[config.mk]
export PLATFORM = sky130hd
export DESIGN_NAME = dmem_responder
export DESIGN_NICKNAME = d
export VERILOG_FILES = /design/src/rtl/kanade_mem_pkg.sv /design/src/rtl/dmem_lane_align.sv /design/src/rtl/dmem_responder.sv
export SDC_FILE = /design/constraint.sdc
export NUM_CORES = 1
export LEC_CHECK = 0
export CAP_MARGIN = 20
export CELL_PAD_IN_SITES_DETAIL_PLACEMENT = 1
export CELL_PAD_IN_SITES_GLOBAL_PLACEMENT = 1
export CORE_ASPECT_RATIO = 0.5
export CORE_MARGIN = 2
export CORE_UTILIZATION = 39
export CTS_BUF_LIST = sky130_fd_sc_hd__clkbuf_4
export DETAILED_ROUTE_END_ITERATION = 10
export HOLD_SLACK_MARGIN = 0.03
export PLACE_DENSITY = 0.95
export SLEW_MARGIN = 20
export SYNTH_ARGS = -nofsm -noshare
export SYNTH_HDL_FRONTEND = slang
export SYNTH_SLANG_ARGS = --single-unit
[constraint.sdc]
create_clock -name clk -period 3.7 [get_ports clk]
set_input_delay 0.555 -clock clk [delete_from_list [all_inputs] [get_ports clk]]
set_output_delay 0.555 -clock clk [all_outputs]
set_load 0.03 [all_outputs]
[src/rtl/kanade_mem_pkg.sv]
// Shared definitions for the MEM-stage data memory path: access modes,
// responder state encoding and the byte-enable width.
package kanade_mem_pkg;

   localparam int BE_W = 4;

   localparam logic [2:0] MODE_WORD   = 3'd0;
   localparam logic [2:0] MODE_BYTE_S = 3'd1;
   localparam logic [2:0] MODE_BYTE_U = 3'd2;
   localparam logic [2:0] MODE_HALF_S = 3'd3;
   localparam logic [2:0] MODE_HALF_U = 3'd4;

   localparam logic [1:0] IDLE = 2'd0;
   localparam logic [1:0] BUSY = 2'd1;
   localparam logic [1:0] DONE = 2'd2;

   // Byte-offset bits that must be zero for an aligned access in this mode.
   function automatic logic [1:0] align_mask(input logic [2:0] mode);
      logic [1:0] mask;
      case (mode)
         MODE_WORD:                mask = 2'b11;
         MODE_HALF_S, MODE_HALF_U: mask = 2'b01;
         default:                  mask = 2'b00;
      endcase
      return mask;
   endfunction

   function automatic logic mode_legal(input logic [2:0] mode);
      return (mode <= MODE_HALF_U) ? 1'b1 : 1'b0;
   endfunction

endpackage

[src/rtl/dmem_lane_align.sv]
// Combinational lane logic: store steering and byte enables, misalign/illegal
// detection, and load lane selection with sign/zero extension.
module dmem_lane_align
   import kanade_mem_pkg::*;
(
   input  logic [2:0]      mode,
   input  logic [1:0]      offset,
   input  logic [31:0]     wdata,
   output logic [BE_W-1:0] be,
   output logic [31:0]     wdata_lane,
   output logic            bad,
   input  logic [2:0]      ld_mode,
   input  logic [1:0]      ld_offset,
   input  logic [31:0]     raw,
   output logic [31:0]     ld_data
);

   logic [7:0]  byte_s;
   logic [15:0] half_s;

   // Store side: byte enables, replicated store data and the access check.
   always_comb begin
      be         = 4'b0000;
      wdata_lane = wdata;
      bad        = (|(offset & align_mask(mode))) | ~mode_legal(mode);
      case (mode)
         MODE_WORD: be = 4'b1111;
         MODE_BYTE_S, MODE_BYTE_U: begin
            be         = 4'b0001 << offset;
            wdata_lane = {4{wdata[7:0]}};
         end
         MODE_HALF_S, MODE_HALF_U: begin
            be         = offset[1] ? 4'b1100 : 4'b0011;
            wdata_lane = {2{wdata[15:0]}};
         end
         default: be = 4'b0000;
      endcase
   end

   // Load side: pick the addressed lane, then extend by mode.
   always_comb begin
      case (ld_offset)
         2'd0:    byte_s = raw[7:0];
         2'd1:    byte_s = raw[15:8];
         2'd2:    byte_s = raw[23:16];
         2'd3:    byte_s = raw[31:24];
         default: byte_s = raw[7:0];
      endcase
      if (ld_offset[1]) begin
         half_s = raw[31:16];
      end else begin
         half_s = raw[15:0];
      end
      case (ld_mode)
         MODE_WORD:   ld_data = raw;
         MODE_BYTE_S: ld_data = {{24{byte_s[7]}}, byte_s};
         MODE_BYTE_U: ld_data = {24'd0, byte_s};
         MODE_HALF_S: ld_data = {{16{half_s[15]}}, half_s};
         MODE_HALF_U: ld_data = {16'd0, half_s};
         default:     ld_data = 32'd0;
      endcase
   end

endmodule

[src/rtl/dmem_responder.sv]
// MEM-stage data memory responder: SRAM handshake FSM, timeout and stall.
// Define DMEM_WRITE_BUFFER_EN for a single-entry posted write buffer.
module dmem_responder
   import kanade_mem_pkg::*;
#(
   parameter int ADDR_W  = 14,
   parameter int TIMEOUT = 255
) (
   input  logic              clk,
   input  logic              reset_n,
   input  logic              req_read,
   input  logic              req_write,
   input  logic [2:0]        req_mode,
   input  logic [31:0]       req_addr,
   input  logic [31:0]       req_wdata,
   output logic [31:0]       rdata,
   output logic              stall,
   output logic              fault,
   output logic              sram_cs,
   output logic              sram_we,
   output logic [BE_W-1:0]   sram_be,
   output logic [ADDR_W-1:0] sram_addr,
   output logic [31:0]       sram_wdata,
   input  logic [31:0]       sram_rdata,
   input  logic              sram_ready
);

   localparam int               CNT_W   = (TIMEOUT > 1) ? $clog2(TIMEOUT + 1) : 1;
   localparam logic [CNT_W-1:0] TO_LAST = CNT_W'((TIMEOUT > 0) ? TIMEOUT - 1 : 0);
   localparam logic             TO_EN   = (TIMEOUT > 0) ? 1'b1 : 1'b0;

   logic [1:0]        state_r;
   logic [2:0]        mode_r;
   logic [1:0]        off_r;
   logic              load_r;
   logic [CNT_W-1:0]  cnt_r;
   logic              fault_r;
   logic [31:0]       rdata_r;
   logic              cs_r;
   logic              we_r;
   logic [BE_W-1:0]   be_r;
   logic [ADDR_W-1:0] addr_r;
   logic [31:0]       wdata_r;

   logic              req_any_s, idle_s, busy_s, bad_s;
   logic              accept_s, post_s, reject_s, active_s, hold_s;
   logic              timeout_s, done_s;
   logic [BE_W-1:0]   be_s;
   logic [31:0]       wlane_s, ld_data_s;
   logic              unused_s;

   dmem_lane_align u_lane_align (
      .mode       (req_mode),
      .offset     (req_addr[1:0]),
      .wdata      (req_wdata),
      .be         (be_s),
      .wdata_lane (wlane_s),
      .bad        (bad_s),
      .ld_mode    (mode_r),
      .ld_offset  (off_r),
      .raw        (sram_rdata),
      .ld_data    (ld_data_s)
   );

   assign req_any_s = req_read | req_write;
   assign idle_s    = (state_r == IDLE);
   assign busy_s    = (state_r == BUSY);
   assign unused_s  = ^req_addr[31:ADDR_W+2];

`ifdef DMEM_WRITE_BUFFER_EN
   logic drain_r;

   // A pending drain blocks every new request so loads see the posted store.
   assign post_s   = idle_s & req_write & ~bad_s & ~drain_r;
   assign accept_s = idle_s & req_read & ~req_write & ~bad_s & ~drain_r;
   assign reject_s = idle_s & req_any_s & bad_s & ~drain_r;
   assign active_s = busy_s | drain_r;
   assign hold_s   = drain_r & req_any_s;

   // Posted-store drain flag.
   always_ff @(posedge clk or negedge reset_n) begin
      if (!reset_n) begin
         drain_r <= 1'b0;
      end else if (post_s) begin
         drain_r <= 1'b1;
      end else if (drain_r & done_s) begin
         drain_r <= 1'b0;
      end else begin
         drain_r <= drain_r;
      end
   end
`else
   assign post_s   = 1'b0;
   assign accept_s = idle_s & req_any_s & ~bad_s;
   assign reject_s = idle_s & req_any_s & bad_s;
   assign active_s = busy_s;
   assign hold_s   = 1'b0;
`endif

   assign timeout_s = active_s & ~sram_ready & TO_EN & (cnt_r == TO_LAST);
   assign done_s    = active_s & (sram_ready | timeout_s);
   assign stall     = reset_n & (busy_s | accept_s | hold_s);

   // Access FSM and the one-cycle fault pulse.
   always_ff @(posedge clk or negedge reset_n) begin
      if (!reset_n) begin
         state_r <= IDLE;
         fault_r <= 1'b0;
      end else begin
         fault_r <= reject_s | timeout_s;
         case (state_r)
            IDLE:    state_r <= accept_s ? BUSY : IDLE;
            BUSY:    state_r <= done_s ? DONE : BUSY;
            DONE:    state_r <= IDLE;
            default: state_r <= IDLE;
         endcase
      end
   end

   // SRAM request registers, held stable until the access completes.
   always_ff @(posedge clk or negedge reset_n) begin
      if (!reset_n) begin
         cs_r    <= 1'b0;
         we_r    <= 1'b0;
         be_r    <= 4'b0000;
         addr_r  <= '0;
         wdata_r <= 32'd0;
         mode_r  <= 3'd0;
         off_r   <= 2'd0;
         load_r  <= 1'b0;
      end else if (accept_s | post_s) begin
         cs_r    <= 1'b1;
         we_r    <= req_write;
         be_r    <= be_s;
         addr_r  <= req_addr[ADDR_W+1:2];
         wdata_r <= wlane_s;
         mode_r  <= req_mode;
         off_r   <= req_addr[1:0];
         load_r  <= ~req_write;
      end else if (done_s) begin
         cs_r    <= 1'b0;
      end else begin
         cs_r    <= cs_r;
      end
   end

   // Wait-cycle counter for the ready timeout.
   always_ff @(posedge clk or negedge reset_n) begin
      if (!reset_n) begin
         cnt_r <= '0;
      end else if (accept_s | post_s) begin
         cnt_r <= '0;
      end else if (active_s & ~done_s) begin
         cnt_r <= cnt_r + CNT_W'(1);
      end else begin
         cnt_r <= cnt_r;
      end
   end

   // Load result capture; a timed-out access returns zero.
   always_ff @(posedge clk or negedge reset_n) begin
      if (!reset_n) begin
         rdata_r <= 32'd0;
      end else if (busy_s & sram_ready & load_r) begin
         rdata_r <= ld_data_s;
      end else if (busy_s & timeout_s) begin
         rdata_r <= 32'd0;
      end else begin
         rdata_r <= rdata_r;
      end
   end

   assign rdata      = rdata_r;
   assign fault      = fault_r;
   assign sram_cs    = cs_r;
   assign sram_we    = we_r;
   assign sram_be    = be_r;
   assign sram_addr  = addr_r;
   assign sram_wdata = wdata_r;

endmodule

# After elaboration in Yosys (flattened, before gate mapping)
# Cells that the tools add are included.
[classes]
bitwise = 22
shifts = 1
n_lt_le_gt_ge = 1
eq_ne = 13
n_addsub = 1
n_reduce_logical = 10
n_mux = 17
[ops]
columns = ["operator", "count"]
rows = [
  ["one-hot mux 32 bit (5 select lines)", 1],
  ["two-way mux 32 bit", 2],
  ["one-hot mux 32 bit (2 select lines)", 1],
  ["one-hot mux 8 bit (4 select lines)", 1],
  ["two-way mux 16 bit", 1],
  ["two-way mux 8 bit", 2],
  ["equality test 3 x 2 -> 1 bit, second input constant", 4],
  ["one-hot mux 4 bit (3 select lines)", 1],
  ["bitwise AND 1 bit", 11],
  ["adder 8 x 1 -> 8 bit, second input constant", 1],
  ["equality test 8 bit, second input constant", 1],
  ["one-hot mux 2 bit (2 select lines)", 2],
  ["equality test 3 x 1 -> 1 bit, second input constant", 2],
  ["equality test 3 bit, second input constant", 2],
  ["zero test 3 bit", 2],
  ["nonzero test 2 bit", 3],
  ["OR reduction 2 bit", 3],
  ["NOT 1 bit", 5],
  ["bitwise OR 1 bit", 5],
  ["equality test 2 x 1 -> 1 bit, second input constant", 2],
  ["equality test 2 bit, second input constant", 2],
  ["zero test 2 bit", 2],
  ["two-way mux 1 bit", 4],
  ["two-way mux 4 bit", 1],
  ["4 further kinds", 4],
]
[word_totals]
in_bits = 104
reg_bits = 101
elab_cells = 77

# Depth between registers and ports, before layout
[logic_depth]
depth_word = 10
ltp_mapped = 7
depth_no_buf = 6

# Cells and area by module
# From an unflattened synthesis, not the netlist that was laid out.
[hier_totals]
cells_unflattened = 572
area_unflattened_um2 = 5580.4
[modules_own_cells]
columns = ["mod", "cells_each", "seq_area_each_um2", "area_each_um2", "instances"]
rows = [
  ["dmem_responder", 375, 2527.4, 3957.5, 1],
  ["dmem_lane_align", 197, 0.0, 1622.8, 1],
]

# Worst setup path after synthesis
# OpenSTA, ideal clock, no wires.
[synth_path]
path_kind = "in2out"
start = "input port req_mode[1]"
end = "output port stall"
setup_slack_ps = 983
t_required_ps = 3145
arrival_ps = 2162
path_stages = 7
cell_sequence = "buf_6 o21a_1 a221oi_2 nand2b_1 buf_6 buf_6 a21boi_0"
[synth_via]
elab_chain_cells = 10
word_cells_on_any_way = 15
cone_classes = "order compare (1); eq/ne (2); mux (2); bitwise (7); reduce/logical (3)"
[synth_rtl]
columns = ["item", "line", "text"]
rows = [
  ["start: declaration", "dmem_responder.sv:13", "input logic [2:0] req_mode,"],
  ["equality test 3 x 2 -> 1 bit / equality test 3 bit (equally long branches)", "kanade_mem_pkg.sv:20", "case (mode)"],
  ["OR reduction 2 bit", "kanade_mem_pkg.sv:20", ""],
  ["one-hot mux 2 bit (2 select lines)", "kanade_mem_pkg.sv:20", ""],
  ["bitwise AND 2 bit", "dmem_lane_align.sv:25", "bad = (|(offset & align_mask(mode))) | ~mode_legal(mode);"],
  ["OR reduction 2 bit", "dmem_lane_align.sv:25", ""],
  ["bitwise OR 1 bit *", "dmem_lane_align.sv:25", ""],
  ["NOT 1 bit *", "dmem_responder.sv:94", "assign accept_s = idle_s & req_any_s & ~bad_s;"],
  ["bitwise AND 1 bit *", "dmem_responder.sv:94", ""],
  ["bitwise OR 1 bit *", "dmem_responder.sv:102", "assign stall = reset_n & (busy_s | accept_s | hold_s);"],
  ["bitwise AND 1 bit *", "dmem_responder.sv:102", ""],
  ["end: declaration", "dmem_responder.sv:17", "output logic stall,"],
]
# Mark *: on every way between the ends. The rest lies on a longest branch, timed or not.

# Final worst setup path
[layout_path]
start = "input port req_mode[0]"
end = "output port stall"
# Same word-level chain as after synthesis.

==> flow_summary.json <==
{
  "root_buffer": "clkbuf_4",
  "fin_crit_sh": 0.7969,
  "num_rows": 30,
  "p_per_area_nw_per_um2": 759.2,
  "hpwl_mm": 12.74,
  "clkPwrFrac": 0.119,
  "synth_cells": 418,
  "numCtsBuffers": 9,
  "synth.distinct_cells": 62,
  "power.internal_uw": 3273,
  "maxCapViolations": 0,
  "arrival_ns": 2.39,
  "track_usage": 0.2402,
  "fin_cells": 771,
  "worstSkewPairLatency_ns": 0.48,
  "cts_setup_buffers": 0,
  "crit_type": "in2out",
  "drc": 0,
  "top_layer": "met4",
  "ys_warn_count": 0,
  "grt_first_pass_wirelength_mm": 27.23,
  "p_sw_frac": 0.4169,
  "drt-initial-drc-count": 332,
  "grt_pass1_vias": 4858,
  "grt_max_degree": 60,
  "dpl_worst_slack_ns": 0.5568,
  "synth-compound-area-share": 0.1650,
  "cts_tree": "yes",
  "die-area_um2": 14790,
  "cts.path.max_buffers": 2,
  "io_pins": 190,
  "die_w_um": 170.0,
  "synth_seq_cells": 101,
  "syn_area_um2": 5375,
  "cp-end-kind": "primary output",
  "worst_pin_slew_ns": 0.8933,
  "total_power_uw": 5612,
  "core_area_um2": 13510,
  "die_y_um": 87.02,
  "htree_levels": 3,
  "setup_ws_ns": 0.7514,
  "gp_congestion": 0.7640,
  "wl_per_cell_um": 22.58,
  "synth_edf_count": 0,
  "synth_top_family_by_area": "multiplexers",
  "holdBufCountCts": 0,
  "met2RoutedLength_mm": 9.021,
  "dr.pass1.iters": 4,
  "synth_fp_nets": 524,
  "clock-sinks": 101,
  "p_seq_frac": 0.351,
  "required_ns": 3.14,
  "portBuffers": 173,
  "viasPerCell": 5.750,
  "dr_wl_met3_um": 953,
  "synthFlopType": "dfrtp_1",
  "areaGrowthSynthToFinish_pct": 37.52,
  "min_period_ns": 2.949,
  "met1Wirelength_mm": 7.169,
  "start_kind": "input port",
  "leakagePower_uw": 0.003099,
  "rsz0062_at_grt": "false",
  "synth-seq-area-share": 0.4702,
  "hp-class": "in2async",
  "dp.cells": 753,
  "yosys-mux-area-fraction": 0.2221,
  "max_slew_margin": 0.4045,
  "cts_resized": 0,
  "vias": 4433,
  "status": "complete, no violations",
  "fmax_ghz": 0.3392,
  "clk_pin_slew_ns": 0.16,
  "setup_violations": 0,
  "fin_hold_ws_ns": 0.2108,
  "yosys.area_share.simple": 0.07612,
  "pwr-share-comb": 0.530,
  "fin_skew_ns": 0.02286,
  "routed_wl_mm": 17.41,
  "antenna_found_initial": 1,
  "synth.avg_cell_area_um2": 12.86,
  "maxSlewViolCount": 0,
  "grt_overflow_total": 0,
  "finalNetCount": 694,
  "worstPathMaxFanout": 11,
  "setup_tns_ns": 0,
  "postRouteAntennaNets": 0,
  "synthAdderAreaFrac": 0.004655,
  "async_flop_share": 1.000,
  "ir_worst_vdd_mv": 0.2893,
  "initial_core_util": 0.3978,
  "synth_xor_area_frac": 0.01117,
  "drive_gt1_frac": 0.1855,
  "p_switching_uw": 2340,
  "final_hold_viol_count": 0
}
==> synth_stat cells (all sizes together), types with 4 or more instances <==
cell | n | area [um2]
dfrtp | 101 | 2527
mux2 | 63 | 803.3
a221o | 31 | 310.3
buf | 24 | 205.2
mux2i | 21 | 210.2
o211ai | 17 | 127.6
nor2 | 15 | 61.31
inv | 14 | 52.55
o21ai | 13 | 65.06
a21oi | 11 | 58.81
nor3 | 11 | 66.32
nand2 | 10 | 37.54
a32o | 8 | 80.08
mux4 | 8 | 180.2
nor2b | 8 | 50.05
a2bb2oi | 7 | 61.31
clkbuf | 4 | 15.01
==> worst max-delay path, stage by stage <==
cell,delay (ns)
clkdlybuf4s50_1,0.69
o21a_1,0.35
a221oi_2,0.30
nand2b_2,0.10
a21boi_0,0.19
buf_4,0.19
==> power by group through the flow <==
stage,registers (uW),logic [uW],clock network (uW)
4_1_cts,1970,3000,693
2_1_floorplan,2680,1020,0
3_5_place_dp,1980,2990,0
6_report,1970,2980,667
3_3_place_gp,1930,2900,0
5_1_grt,2030,3120,726
==> final timing paths <==
check	start	slack [ns]	to	cells after the start
hold reg to reg	sram_wdata[21]	0.51	sram_wdata[21]	1
min in group clk	sram_wdata[21]	0.51	sram_wdata[21]	1
setup reg to reg	off_r[1]	1.20	rdata[28]	5
max in group asynchronous	reset_n	2.27	rdata[26]	3
hold / removal	reset_n	0.21	mode_r[0]	2
setup / recovery	req_mode[0]	0.75	stall	6
==> placed cells by master (no fill, tap or decap), types with 10 or more instances in the layout <==
master	n
a221o_1	31
buf_4	15
clkbuf_4	10
clkdlybuf4s50_1	171
dfrtp_1	101
inv_1	14
mux2_2	29
mux2_4	25
mux2i_1	21
nand2_1	10
nor2_1	13
nor3_1	10
o211ai_1	17
o21ai_0	13
==> cells by family (layout without fill, tap and decap cells) <==
group                      after synthesis  count (layout)
adders and majority gates                2               2
muxes                                   92              92
and+or+nand+nor                         68              68
xor gates and xnor gates                 6               6
other                                    0               2
buffers and inverters                   42             217
AOI/OAI and AO/OA                      107             107
DFF                                    101             101
==> routing by layer <==
layer  vias to the layer above  global-route usage
met4                         0             0.06061
met3                        25             0.05225
li1                       1954                   -
met5                         -                   0
met2                       141              0.4445
met1                      2313              0.2881
==> layout make-up <==
cell class	instances	area, um2
antenna	2	5.005
clock buffer	10	75.07
clock inverter	6	86.33
fill	1408	6121
inverter	14	52.55
multi-input combinational	275	2581
sequential	101	2527
tap	176	220.2
timing repair buffer	187	1844
==> stage by stage <==
stage               instance area [um2]  utilization
CTS                                7387       0.5467
detailed placement                 7226       0.5347
global route                       7390       0.5469
finish                             7392       0.5470
floorplan                          5375            -
global placement                   7226       0.5347
==> flip-flops by register name, indices dropped and copies added (netlist names) <==
signal / count
sram_be: 4
off_r: 2
cnt_r: 8
rdata: 32
state_r: 2
sram_addr: 14
mode_r: 3
sram_cs: 1
fault: 1
sram_wdata: 32
load_r: 1
sram_we: 1
Note: power is estimated with default switching activity, not from simulation.
